==> src/rtl/bus_ctrl_pkg.sv <==
// Shared types and constants for the packet bus controllers.
// Imported by the transfer controller and its arbiters.
package bus_ctrl_pkg;

  localparam int ID_W = 8;

  localparam logic [ID_W-1:0] BCAST_ID = 8'hFF;
  localparam logic [ID_W-1:0] DROP_MAX = 8'hFF;

  typedef enum logic [1:0] {
    IDLE,
    POP,
    DEC,
    PUSH
  } bus_state_e;

endpackage

==> src/rtl/rr_picker.sv <==
// Rotating-priority request picker: first set bit
// strictly after ptr, searched circularly.
module rr_picker
  import bus_ctrl_pkg::*;
#(
  parameter int drvrs = 4
) (
  input  logic [drvrs-1:0] req,
  input  logic [ID_W-1:0]  ptr,
  output logic [ID_W-1:0]  gnt_idx,
  output logic             valid
);

  localparam int IW = (drvrs > 1) ? $clog2(drvrs) : 1;

  logic [IW-1:0] j;

  // Walk from farthest to nearest so the nearest hit wins.
  always_comb begin
    gnt_idx = '0;
    valid   = 1'b0;
    j       = '0;
    for (int k = drvrs; k >= 1; k--) begin
      j = IW'((int'(ptr) + k) % drvrs);
      if (req[j]) begin
        gnt_idx = ID_W'(j);
        valid   = 1'b1;
      end
    end
  end

endmodule

==> src/rtl/bus_rr_ctrl.sv <==
// Round-robin transfer controller for the shared packet bus:
// pop one source, decode its header, push to dest or broadcast.
module bus_rr_ctrl
  import bus_ctrl_pkg::*;
#(
  parameter int              drvrs     = 4,
  parameter int              pckg_sz   = 16,
  parameter logic [ID_W-1:0] broadcast = BCAST_ID
) (
  input  logic                     clk,
  input  logic                     reset,
  input  logic [drvrs-1:0]         pndng,
  input  logic [drvrs*pckg_sz-1:0] D_pop,
  output logic [drvrs-1:0]         pop,
  input  logic [drvrs-1:0]         full,
  output logic [drvrs-1:0]         push,
  output logic [pckg_sz-1:0]       D_push,
  output logic                     busy,
  output logic [ID_W-1:0]          grant_id,
  output logic [ID_W-1:0]          drop_cnt
);

  bus_state_e state, state_nx;

  logic [ID_W-1:0]    rr_ptr;
  logic [ID_W-1:0]    pick_idx;
  logic               pick_vld;
  logic [pckg_sz-1:0] pkt_r;
  logic [pckg_sz-1:0] head;
  logic [drvrs-1:0]   mask_r;
  logic [drvrs-1:0]   dec_mask;
  logic [drvrs-1:0]   pop_nx;
  logic [drvrs-1:0]   push_nx;
  logic [ID_W-1:0]    dest;
  logic               is_bc;
  logic               dec_ok;
  logic               stall;

  rr_picker #(
    .drvrs(drvrs)
  ) u_pick (
    .req    (pndng),
    .ptr    (rr_ptr),
    .gnt_idx(pick_idx),
    .valid  (pick_vld)
  );

  assign dest  = pkt_r[pckg_sz-1 -: ID_W];
  assign stall = |(full & mask_r);

  always_comb begin
    head = '0;
    for (int i = 0; i < drvrs; i++) begin
      if (i == int'(grant_id)) begin
        head = D_pop[i*pckg_sz +: pckg_sz];
      end
    end
  end

  // Self-addressed or out-of-range unicast is a drop.
  always_comb begin
    is_bc    = (dest == broadcast);
    dec_mask = '0;
    for (int i = 0; i < drvrs; i++) begin
      dec_mask[i] = is_bc ? (i != int'(grant_id))
                          : (i == int'(dest));
    end
    dec_ok = is_bc ||
             ((int'(dest) < drvrs) &&
              (dest != grant_id));
  end

  always_ff @(posedge clk or posedge reset) begin
    if (reset) begin
      state <= IDLE;
    end else begin
      state <= state_nx;
    end
  end

  always_comb begin
    state_nx = state;
    unique case (state)
      IDLE:    if (pick_vld) state_nx = POP;
      POP:     state_nx = DEC;
      DEC:     state_nx = dec_ok ? PUSH : IDLE;
      PUSH:    if (!stall) state_nx = IDLE;
      default: state_nx = IDLE;
    endcase
  end

  always_comb begin
    busy    = (state != IDLE);
    pop_nx  = '0;
    push_nx = '0;
    for (int i = 0; i < drvrs; i++) begin
      pop_nx[i] = (state == POP) &&
                  (i == int'(grant_id));
    end
    if (state == PUSH && !stall) begin
      push_nx = mask_r;
    end
  end

  always_ff @(posedge clk or posedge reset) begin
    if (reset) begin
      pop      <= '0;
      push     <= '0;
      D_push   <= '0;
      grant_id <= '0;
      rr_ptr   <= ID_W'(drvrs - 1);
      pkt_r    <= '0;
      mask_r   <= '0;
      drop_cnt <= '0;
    end else begin
      pop  <= pop_nx;
      push <= push_nx;
      if (|push_nx) begin
        D_push <= pkt_r;
      end
      if (state == IDLE && pick_vld) begin
        grant_id <= pick_idx;
        rr_ptr   <= pick_idx;
      end
      if (state == POP) begin
        pkt_r <= head;
      end
      if (state == DEC) begin
        if (dec_ok) begin
          mask_r <= dec_mask;
        end else if (drop_cnt != DROP_MAX) begin
          drop_cnt <= drop_cnt + 1'b1;
        end
      end
    end
  end

endmodule

==> config.mk <==
export PLATFORM = sky130hd
export DESIGN_NAME = bus_rr_ctrl
export DESIGN_NICKNAME = d
export VERILOG_FILES = /design/src/rtl/bus_ctrl_pkg.sv /design/src/rtl/rr_picker.sv /design/src/rtl/bus_rr_ctrl.sv
export SDC_FILE = /design/constraint.sdc
export NUM_CORES = 1
export LEC_CHECK = 0
export CAP_MARGIN = 20
export CORE_ASPECT_RATIO = 0.8
export CORE_MARGIN = 5
export CORE_UTILIZATION = 28
export CTS_BUF_LIST = sky130_fd_sc_hd__clkbuf_4
export CTS_CLUSTER_DIAMETER = 30
export DETAILED_ROUTE_END_ITERATION = 12
export PLACE_DENSITY_LB_ADDON = 0.08
export RECOVER_POWER = 25
export SYNTH_ARGS = -nofsm -noshare
export SYNTH_HDL_FRONTEND = slang
export SYNTH_HIERARCHICAL = 1
export SYNTH_SLANG_ARGS = --single-unit
export TNS_END_PERCENT = 5
==> constraint.sdc <==
create_clock -name clk -period 4.1 [get_ports clk]
set_clock_uncertainty 0.05 [all_clocks]
set_input_delay 0.82 -clock clk [delete_from_list [all_inputs] [get_ports clk]]
set_output_delay 0.82 -clock clk [all_outputs]
set_load 0.01 [all_outputs]
==> results.py <==
metrics = {
    "power": {
        "p_total_mw": 2.91,
        "powerDensity_nw_per_um2": 626,
        "p_leak_nw": 1.96,
        "p_clk_frac": 0.143,
        "ir_drop_mv": 0.266,
        "p_seq_frac": 0.369,
        "intPower_mw": 1.81,
        "p_sw_mw": 1.10,
        "netSwitchingFraction": 0.378,
        "combPwrFrac": 0.489,
    },
    "cts": {
        "hold_buffers": 0,
        "htreeDepth": 3,
        "path_clk_slew_ps": 100,
        "clock_path_buffers": 2,
        "numCtsBuffers": 9,
        "cts-resized-gates": 0,
        "clock_sinks": 64,
        "postCtsSetupRepairBufs": 0,
        "cts-root-buf": "clkbuf_4",
        "worst_skew_pair.late_latency_ps": 400,
        "cts_tree": "built",
    },
    "place": {
        "place_inst": 518,
        "portBuffers": 114,
        "hpwl_um": 6770,
        "dp_slack_ps": 1320,
        "routabilityCongestion": 0.739,
    },
    "worst_setup_path": {
        "slowest_stage": "or3_2",
        "crit_arrival_ps": 2780,
        "max_stage_delay_ps": 500,
        "crit_chain": "buf_4, xnor2_1, nand4_1, o21ai_2, a21oi_1, or3_2",
        "crit_path_start_kind": "register",
        "cp-end-kind": "register",
        "criticalPathCategory": "register to register",
        "path_max_fanout": 22,
        "worstPathRequired_ps": 4330,
    },
    "drt": {
        "drt_iter0_drc": 138,
        "drtPass1Iterations": 4,
        "drt_drc_violations_left": 0,
        "dr_wl_met3_um": 645,
        "via_per_inst": 4.77,
        "wire_per_inst_um": 16.8,
        "final_antenna_net_count": 0,
        "vias": 2554,
        "wl_um": 9000,
        "dr.max_layer_used": "met4",
        "wl_met2_um": 4120,
        "wl_met1_um": 4140,
    },
    "floorplan": {
        "num_io_pins": 115,
        "die_h_um": 106,
        "rows": 35,
        "coreArea_um2": 11400,
        "start_util": 0.285,
        "dieArea_um2": 13900,
        "die_x_um": 130,
    },
    "synthesis": {
        "synthArstFlopShare": 1.00,
        "synth_warnings": 6,
        "syn_area_per_cell_um2": 12.0,
        "synth_edf_count": 0,
        "netlist_instances": 270,
        "ys_ff_latch": 64,
        "synth.cell_area_um2": 3250,
        "ys.flop_type": "dfrtp_1",
        "synth_cell_types": 45,
        "ys_seq_area_frac": 0.493,
    },
    "sta": {
        "slew_viol_final": 43,
        "period_share": 0.624,
        "hold_viol": 0,
        "period_minus_slack_ps": 2560,
        "setup_viol": 0,
        "rsz0062_at_grt": "false",
        "slew_headroom": -0.0935,
        "setup_ws_ps": 1540,
        "tns_ps": 0,
        "tightest_slew_ps": 1640,
        "max_freq_ghz": 0.391,
    },
    "grt": {
        "overflow": 0,
        "grt_max_degree": 43,
        "grt_pass1_vias": 2612,
        "antenna_found_initial": 0,
        "grt_pass1_wl_um": 14200,
        "globalRouteTotalUtil": 0.132,
    },
    "cells_and_area": {
        "fin_nets": 457,
        "final-instance-count-excl-fill": 535,
        "area_growth_pct": 43.2,
        "diodes": 0,
        "drive_gt1_frac": 0.171,
    },
    "outcome": {
        "status": "finished with violations",
        "violations": "capacitance limit, slew limit",
    },
    "hold_path": {
        "hold_class": "register to register",
    },
    "run": {
        "drv_cap": 1,
    },
}
## final cells by class
type | count | area, µm²
well taps | 148 | 185
inverters | 7 | 26.3
multi-input cells | 180 | 1510
repair buffers | 120 | 1210
fillers | 1092 | 6770
clock buffers | 11 | 82.6
clock inverters | 5 | 47.5
flip-flops and latches | 64 | 1600
## cells in the final DEF (no fill, tap or decap), types with 3 or more instances in the layout
master           synthesis  routed
nor3_1                   3       3
nor3b_1                  3       3
nand2b_1                 4       4
nand3_1                  7       7
mux4_2                  16      16
a31oi_1                  4       4
clkbuf_4                 0      11
nand2_1                 37      37
inv_1                    7       7
a21oi_1                  4       4
and3_1                   4       4
mux2_2                  17      17
xnor2_1                 15      15
nand4_1                  7       7
clkdlybuf4s50_1          0     112
conb_1                   1       6
dfrtp_1                 62      62
buf_4                   12       5
nor2_1                   9       9
a2bb2oi_1                3       3
a22o_1                  15      15
and2_1                   4       4
## worst paths after layout
check	start	slack, ps	endpoint	depth (start not counted)
max in group asynchronous	reset	1650	rr_ptr[0]	3
worst max register to register	grant_id[0]	1540	state[0]	6
min in group asynchronous	reset	1320	D_push[7]	2
worst min register to register	rr_ptr[0]	450	rr_ptr[0]	2
worst min-delay path	rr_ptr[0]	450	rr_ptr[0]	2
worst max-delay path	grant_id[0]	1540	state[0]	6
## state kept, by name, indices dropped and copies added (netlist names)
register,flops
pkt_r,16
rr_ptr,2
pop,4
state,2
mask_r,4
push,4
D_push,16
drop_cnt,8
grant_id,8
## cell families after synthesis
group | Yosys count | synth area share
xor gates and xnor gates | 15 | 0.0404
DFF | 64 | 0.493
muxes | 34 | 0.173
buffers and inverters | 31 | 0.0531
and+or+nand+nor | 86 | 0.135
AOI/OAI and AO/OA | 38 | 0.100
adders and majority gates | 1 | 0.00385
other | 1 | 0.00115
## per-layer routing
| metal | global-route usage | vias up |
|---|---|---|
| li1 | - | 1199 |
| met1 | 0.185 | 1267 |
| met3 | 0.0542 | 10 |
| met4 | 0.0264 | 0 |
| met2 | 0.193 | 78 |
| met5 | 0 | - |
## power groups by stage
stage / Sequential, mW / Clock [mW] / Combinational [mW]
final: 1.07 / 0.416 / 1.42
after global routing: 1.11 / 0.464 / 1.57
after CTS: 1.11 / 0.432 / 1.39
after detailed placement: 1.12 / 0 / 1.39
after global placement: 1.12 / 0 / 1.37
after floorplan: 1.05 / 0 / 0.937
## synthesized netlist by cell type (2+ instances only)
| library cell | count | area (µm²) |
|---|---|---|
| buf_4 | 12 | 90.1 |
| inv_1 | 7 | 26.3 |
| nand3_1 | 7 | 35.0 |
| nand4b_1 | 2 | 17.5 |
| a22o_1 | 15 | 131 |
| and3_1 | 4 | 25.0 |
| nand2b_1 | 4 | 25.0 |
| dfstp_2 | 2 | 52.6 |
| mux4_2 | 16 | 360 |
| dfrtp_1 | 62 | 1550 |
| nand4_1 | 7 | 43.8 |
| nand2_1 | 37 | 139 |
| nor2_1 | 9 | 33.8 |
| xnor2_1 | 15 | 131 |
| nor3_1 | 3 | 15.0 |
| a21oi_1 | 4 | 20.0 |
| mux2_2 | 17 | 191 |
| and2_1 | 4 | 25.0 |
| buf_2 | 3 | 15.0 |
| nor3b_1 | 3 | 22.5 |
| clkbuf_1 | 7 | 26.3 |
| a31oi_1 | 4 | 25.0 |
| a22oi_1 | 2 | 15.0 |
| a2bb2oi_1 | 3 | 26.3 |
## critical path: cells and delay by family, from the launching register on
| family | cells | cell delay, ps |
|---|---|---|
| xor gates and xnor gates | 1 | 170 |
| DFF | 1 | 470 |
| and+or+nand+nor | 2 | 620 |
| AOI/OAI and AO/OA | 2 | 700 |
| buffers and inverters | 1 | 410 |
## through the flow
step / utilization / instance area, µm² / hold slack [ps]
detailed placement: 0.394 / 4500 / 432
global route: 0.407 / 4660 / 480
floorplan: - / 3270 / 410
CTS: 0.405 / 4630 / 447
finish: 0.407 / 4660 / 447
global placement: 0.394 / 4500 / 428
(Power assumes the default switching activity.)
